===== config.mk =====
export PLATFORM = sky130hd
export DESIGN_NAME = dm_arbiter
export DESIGN_NICKNAME = d
export VERILOG_FILES = /design/src/rtl/dm_arbiter.sv
export SDC_FILE = /design/constraint.sdc
export NUM_CORES = 1
export LEC_CHECK = 0
export CAP_MARGIN = 20
export CELL_PAD_IN_SITES_DETAIL_PLACEMENT = 1
export CELL_PAD_IN_SITES_GLOBAL_PLACEMENT = 1
export CORE_MARGIN = 2
export CORE_UTILIZATION = 33
export CTS_CLUSTER_DIAMETER = 50
export CTS_CLUSTER_SIZE = 20
export DETAILED_ROUTE_END_ITERATION = 10
export PLACE_DENSITY_LB_ADDON = 0.1
export REMOVE_ABC_BUFFERS = 1
export SLEW_MARGIN = 10
export SYNTH_ARGS = -nofsm -noshare
export SYNTH_HDL_FRONTEND = slang
export SYNTH_SLANG_ARGS = --single-unit

===== constraint.sdc =====
create_clock -name clk -period 4.15 [get_ports clk]
set_input_delay 0.6225 -clock clk [delete_from_list [all_inputs] [get_ports clk]]
set_output_delay 0.6225 -clock clk [all_outputs]
set_load 0.03 [all_outputs]

===== src/rtl/dm_arbiter.sv =====
// dm_arbiter: round-robin arbiter and access sequencer sharing one 4K-word data memory port.
// Optional feature macro DM_ARB_LOCK_EN adds m1_lock for atomic port-1 bursts.
module dm_arbiter #(
    parameter int ADDR_W = 12,
    parameter int DATA_W = 32
) (
    input  logic                clk,
    input  logic                reset,
    input  logic                m0_req,
    input  logic                m0_we,
    input  logic [ADDR_W-1:0]   m0_addr,
    input  logic [DATA_W-1:0]   m0_wdata,
    input  logic [DATA_W/8-1:0] m0_be,
    input  logic                m1_req,
    input  logic                m1_we,
    input  logic [ADDR_W-1:0]   m1_addr,
    input  logic [DATA_W-1:0]   m1_wdata,
    input  logic [DATA_W/8-1:0] m1_be,
`ifdef DM_ARB_LOCK_EN
    input  logic                m1_lock,
`endif
    output logic                m0_done,
    output logic                m1_done,
    output logic [DATA_W-1:0]   m0_rdata,
    output logic [DATA_W-1:0]   m1_rdata,
    output logic [ADDR_W-1:0]   mem_a,
    output logic [DATA_W-1:0]   mem_wdata,
    output logic [DATA_W/8-1:0] mem_be,
    output logic                mem_read,
    output logic                mem_write,
    input  logic [DATA_W-1:0]   mem_rdata
);

    typedef enum logic [1:0] {
        IDLE = 2'd0,
        BUSY = 2'd1,
        RESP = 2'd2
    } state_t;

    state_t                state;
    state_t                next_state;
    logic                  prio;
    logic                  win;
    logic                  cmd_we;
    logic [ADDR_W-1:0]     cmd_addr;
    logic [DATA_W-1:0]     cmd_wdata;
    logic [DATA_W/8-1:0]   cmd_be;

    logic                  grant_valid;
    logic                  grant_id;
    logic                  lock_eff;
    logic                  sel_we;
    logic [ADDR_W-1:0]     sel_addr;
    logic [DATA_W-1:0]     sel_wdata;
    logic [DATA_W/8-1:0]   sel_be;

`ifdef DM_ARB_LOCK_EN
    logic lock_held;
    assign lock_eff = lock_held && m1_lock;
`else
    assign lock_eff = 1'b0;
`endif

    always_comb begin
        next_state  = state;
        grant_valid = 1'b0;
        grant_id    = 1'b0;
        case (state)
            IDLE: begin
                if (lock_eff) begin
                    // While locked, port 0 is ignored even if it is requesting
                    grant_valid = m1_req;
                    grant_id    = 1'b1;
                end else if (m0_req && m1_req) begin
                    grant_valid = 1'b1;
                    grant_id    = prio;
                end else if (m0_req) begin
                    grant_valid = 1'b1;
                    grant_id    = 1'b0;
                end else if (m1_req) begin
                    grant_valid = 1'b1;
                    grant_id    = 1'b1;
                end
                if (grant_valid) begin
                    next_state = BUSY;
                end
            end
            BUSY:    next_state = RESP;
            RESP:    next_state = IDLE;
            default: next_state = IDLE;
        endcase
    end

    assign sel_we    = grant_id ? m1_we    : m0_we;
    assign sel_addr  = grant_id ? m1_addr  : m0_addr;
    assign sel_wdata = grant_id ? m1_wdata : m0_wdata;
    assign sel_be    = grant_id ? m1_be    : m0_be;

    always_ff @(posedge clk or negedge reset) begin
        if (!reset) begin
            state     <= IDLE;
            prio      <= 1'b0;
            win       <= 1'b0;
            cmd_we    <= 1'b0;
            cmd_addr  <= '0;
            cmd_wdata <= '0;
            cmd_be    <= '0;
            m0_rdata  <= '0;
            m1_rdata  <= '0;
        end else begin
            state <= next_state;
            if (grant_valid) begin
                win       <= grant_id;
                cmd_we    <= sel_we;
                cmd_addr  <= sel_addr;
                cmd_wdata <= sel_wdata;
                cmd_be    <= sel_be;
                if (!lock_eff) begin
                    prio <= ~grant_id;
                end
            end
            if (state == BUSY && !cmd_we) begin
                if (win) begin
                    m1_rdata <= mem_rdata;
                end else begin
                    m0_rdata <= mem_rdata;
                end
            end
        end
    end

`ifdef DM_ARB_LOCK_EN
    // The lock is armed by a locked port-1 grant and released once m1_lock is seen low in IDLE
    always_ff @(posedge clk or negedge reset) begin
        if (!reset) begin
            lock_held <= 1'b0;
        end else if (state == IDLE) begin
            if (grant_valid) begin
                lock_held <= grant_id && m1_lock;
            end else if (!m1_lock) begin
                lock_held <= 1'b0;
            end
        end
    end
`endif

    // Memory strobes decode straight from state so an async reset drops them at once
    assign mem_write = (state == BUSY) &&  cmd_we;
    assign mem_read  = (state == BUSY) && !cmd_we;
    assign mem_a     = (state == BUSY) ? cmd_addr  : '0;
    assign mem_wdata = (state == BUSY) ? cmd_wdata : '0;
    assign mem_be    = (state == BUSY) ? cmd_be    : '0;

    assign m0_done = (state == RESP) && !win;
    assign m1_done = (state == RESP) &&  win;

endmodule


==> metrics.md <==
| Metric | Value |
|---|---|
| Outcome | finished, final reports clean |
| Delay-heaviest family, CP | buffers and inverters |
| Final Skew | about 0.006 ns |
| Net load switching power | 2770 uW |
| Slew Viols, Final | 0 |
| Crit-path slowest cell | inv_1 |
| TritonCTS buffer count | 17 |
| Yosys warns | 0 |
| Cell Int Power | 4360 uW |
| Vias in the first global route | approximately 4400 |
| Setup crit start | state[1]$_DFFE_PN0P_ |
| Relative slew slack | 30.8% |
| Seq pwr share | 28.8% |
| Largest net degree at the start of global routing | 66 |
| Syn Inst Count | 375 |
| Worst Path Arrival | between 2 and 3 ns |
| Worst slew pin tran | about 1.0 ns |
| Share of layout cells above drive strength 1 | approximately 17% |
| CTS tree | done |
| First-pass GRT wire length | 24300 um |
| Worst-path clk slew | about 0.050 ns |
| HPWL Detailed | roughly 11000 um |
| Congestion Overflow GR | 0 |
| Die Ht | around 130 um |
| CORE AREA | between 15000 and 20000 um^2 |
| DRC violations left | 0 |
| Final worst setup slack | between 0.5 and 0.6 ns |
| VDD IR max | about 0.32 mV |
| TritonCTS Sinks | 117 |
| Synthesized flop and latch total | 117 |
| Combinational fraction of design power | approximately half |
| Reg-to-reg critical path startpoint | state[0]$_DFFE_PN0P_ |
| Pwr dens | ~860 nW/um^2 |
| Fin. Hold Viols | 0 |
| Vias post-DR | between 4000 and 5000 |
| Element type at the critical path end | primary output |
| LEAKAGE | around 0.0036 uW |
| Clk buf depth | 2 |
| Port bufs | 249 |
| Die Area | ~16000 um^2 |
| Placer congestion estimate | ~0.84 |
| Cts hold-fix bufs | 0 |
| Crit-path cells | nand2b_4 > inv_1 > buf_4 > and2_1 > clkdlybuf4s50_1 |
| Post-CTS sizing | 0 |
| Hold Path Class | in -> async |
| Startpoint types | flip-flop |
| Post-synth top area cell | dfrtp_1 |
| Root Driver | clkbuf_16 |
| Rows | between 40 and 50 |
| GRT Util Overall | ~20% |
| Wirelength per Cell | 19.0 um |
| Crit Path Class | reg -> out |
| Syn avg cell area | 13.4 um^2 |
| Worst skew pair latency | around 0.42 ns |
| Share of the synthesized area in the top cell type | about three fifths |
| WL final | about 16000 um |
| Commonest non-fill, non-tap cell in the layout | clkdlybuf4s50_1 |
| Diode count | 0 |
| DR pass1 iterations | 4 |
| Synth area leaders | dfrtp_1 58%, mux2_2 13%, a221o_1 9.7%, and3_1 6.2%, and2_1 6.1% |
| TNS Setup | 0 ns |
| Commonest cells after routing, fill and taps aside | 248 x clkdlybuf4s50_1, 117 x dfrtp_1, 60 x mux2_2 |
| CP peak stage delay | 0.75 ns |
| Post-synthesis instance area | about 5000 um^2 |
| Antenna-violating nets left | 0 |
| Pre-CTS setup slack | 0.974 ns |
| Switch share | between 30% and 40% |
| Minimum clock period | between 3 and 4 ns |
| RSZ-0062 raised after global routing | false |
| DR iter-0 viols | roughly 150 |
| Sequential share of the synthesized area | about three fifths |
| Clk pwr share | a little over a fifth |
| Nets | 753 |
| Area Overhead vs Synth | 64.5% |
| Horiz. Die Dim | ~130 um |
| Worst path required time | roughly 3.5 ns |
| Final setup viols | 0 |
| Htree depth | 4 |
| Post-DR vias/cell | ~5 |
| Critical path peak fanout | 36 |
| Fmax | ~280 MHz |
| Max-capacitance violation count | 0 |
| # IOs | 250 |
| CP Buf/Inv Count | 3 |
| Initial Util | between 30% and 40% |
| Synth cell types | 23 |
| Antenna violations before repair | 0 |
| Final worst path period share | a little under nine tenths |
| Post-CTS Setup Inserts | 0 |
## state kept, by name, indices dropped and copies added (netlist names)
register and flops:
cmd_addr 12, cmd_be 4, cmd_wdata 32, cmd_we 1, m0_rdata 32, m1_rdata 32, prio 1, state 2
win 1
## stage by stage
stage	std cells	total power, uW	area (um^2)	hold WS (ns)	util [%]
floorplan	343	4090	4880	0.327	-
CTS	820	7210	8290	0.328	55.0
finish	820	7120	8290	0.309	55.0
global placement	788	5580	7680	0.470	50.9
global route	820	7510	8290	0.375	55.0
detailed placement	788	5680	7680	0.479	50.9
## cell families after synthesis
logic type,synth area share (%)
simple gates,14.0
mux,14.3
buf+inv,3.35
flops,58.1
compound gates,10.3
## final cells by class
type,instances,area [um^2]
fill,1562,6800
clock buffer,20,457
timing repair buffer,257,2550
inverter,2,7.51
clock inverter,12,154
multi-input combinational,224,1960
tap,188,235
sequential,117,2930
## power by group through the flow
stage               logic (uW)  registers [uW]  clock network (uW)
detailed placement        3620            2060                   0
floorplan                 1470            2620                   0
global placement          3550            2030                   0
global route              3800            2130                1580
CTS                       3620            2060                1530
finish                    3580            2050                1500
## cells in the mapped netlist
cell      count
nor3_4        1
nor2_1        1
nand2b_1      1
buf_6         3
a22o_1        1
mux2_1        4
nand2b_4      1
a21o_1        1
nor3b_4       1
nor2_4        1
inv_1         2
mux2_2       60
clkbuf_1     20
and3b_1       1
and2_1       49
and3_1       50
buf_4         3
a221o_1      49
a21boi_0      1
dfrtp_1     117
o21ai_1       1
nor3b_1       1
buf_2         6
## per-layer routing
metal	routed length, um	track usage, %	up-vias
met5	0	0	-
met4	374	8.99	0
met3	1350	7.16	30
met2	7440	31.4	192
met1	6440	23.8	2037
li1	-	-	1871
## final timing paths
kind,endpoint,slack (ns),depth (start not counted)
worst max-delay path,mem_wdata[25],0.60,5
worst min-delay path,m0_rdata[2]$_DFFE_PN0P_,0.31,1
worst max register to register,cmd_wdata[21]$_DFFE_PN0P_,2.03,3
worst min register to register,m1_rdata[1]$_DFFE_PN0P_,0.49,1
max in group asynchronous,cmd_addr[9]$_DFFE_PN0P_,2.95,2
min in group clk,m1_rdata[1]$_DFFE_PN0P_,0.49,1
Power figures use the tool's default switching activity.
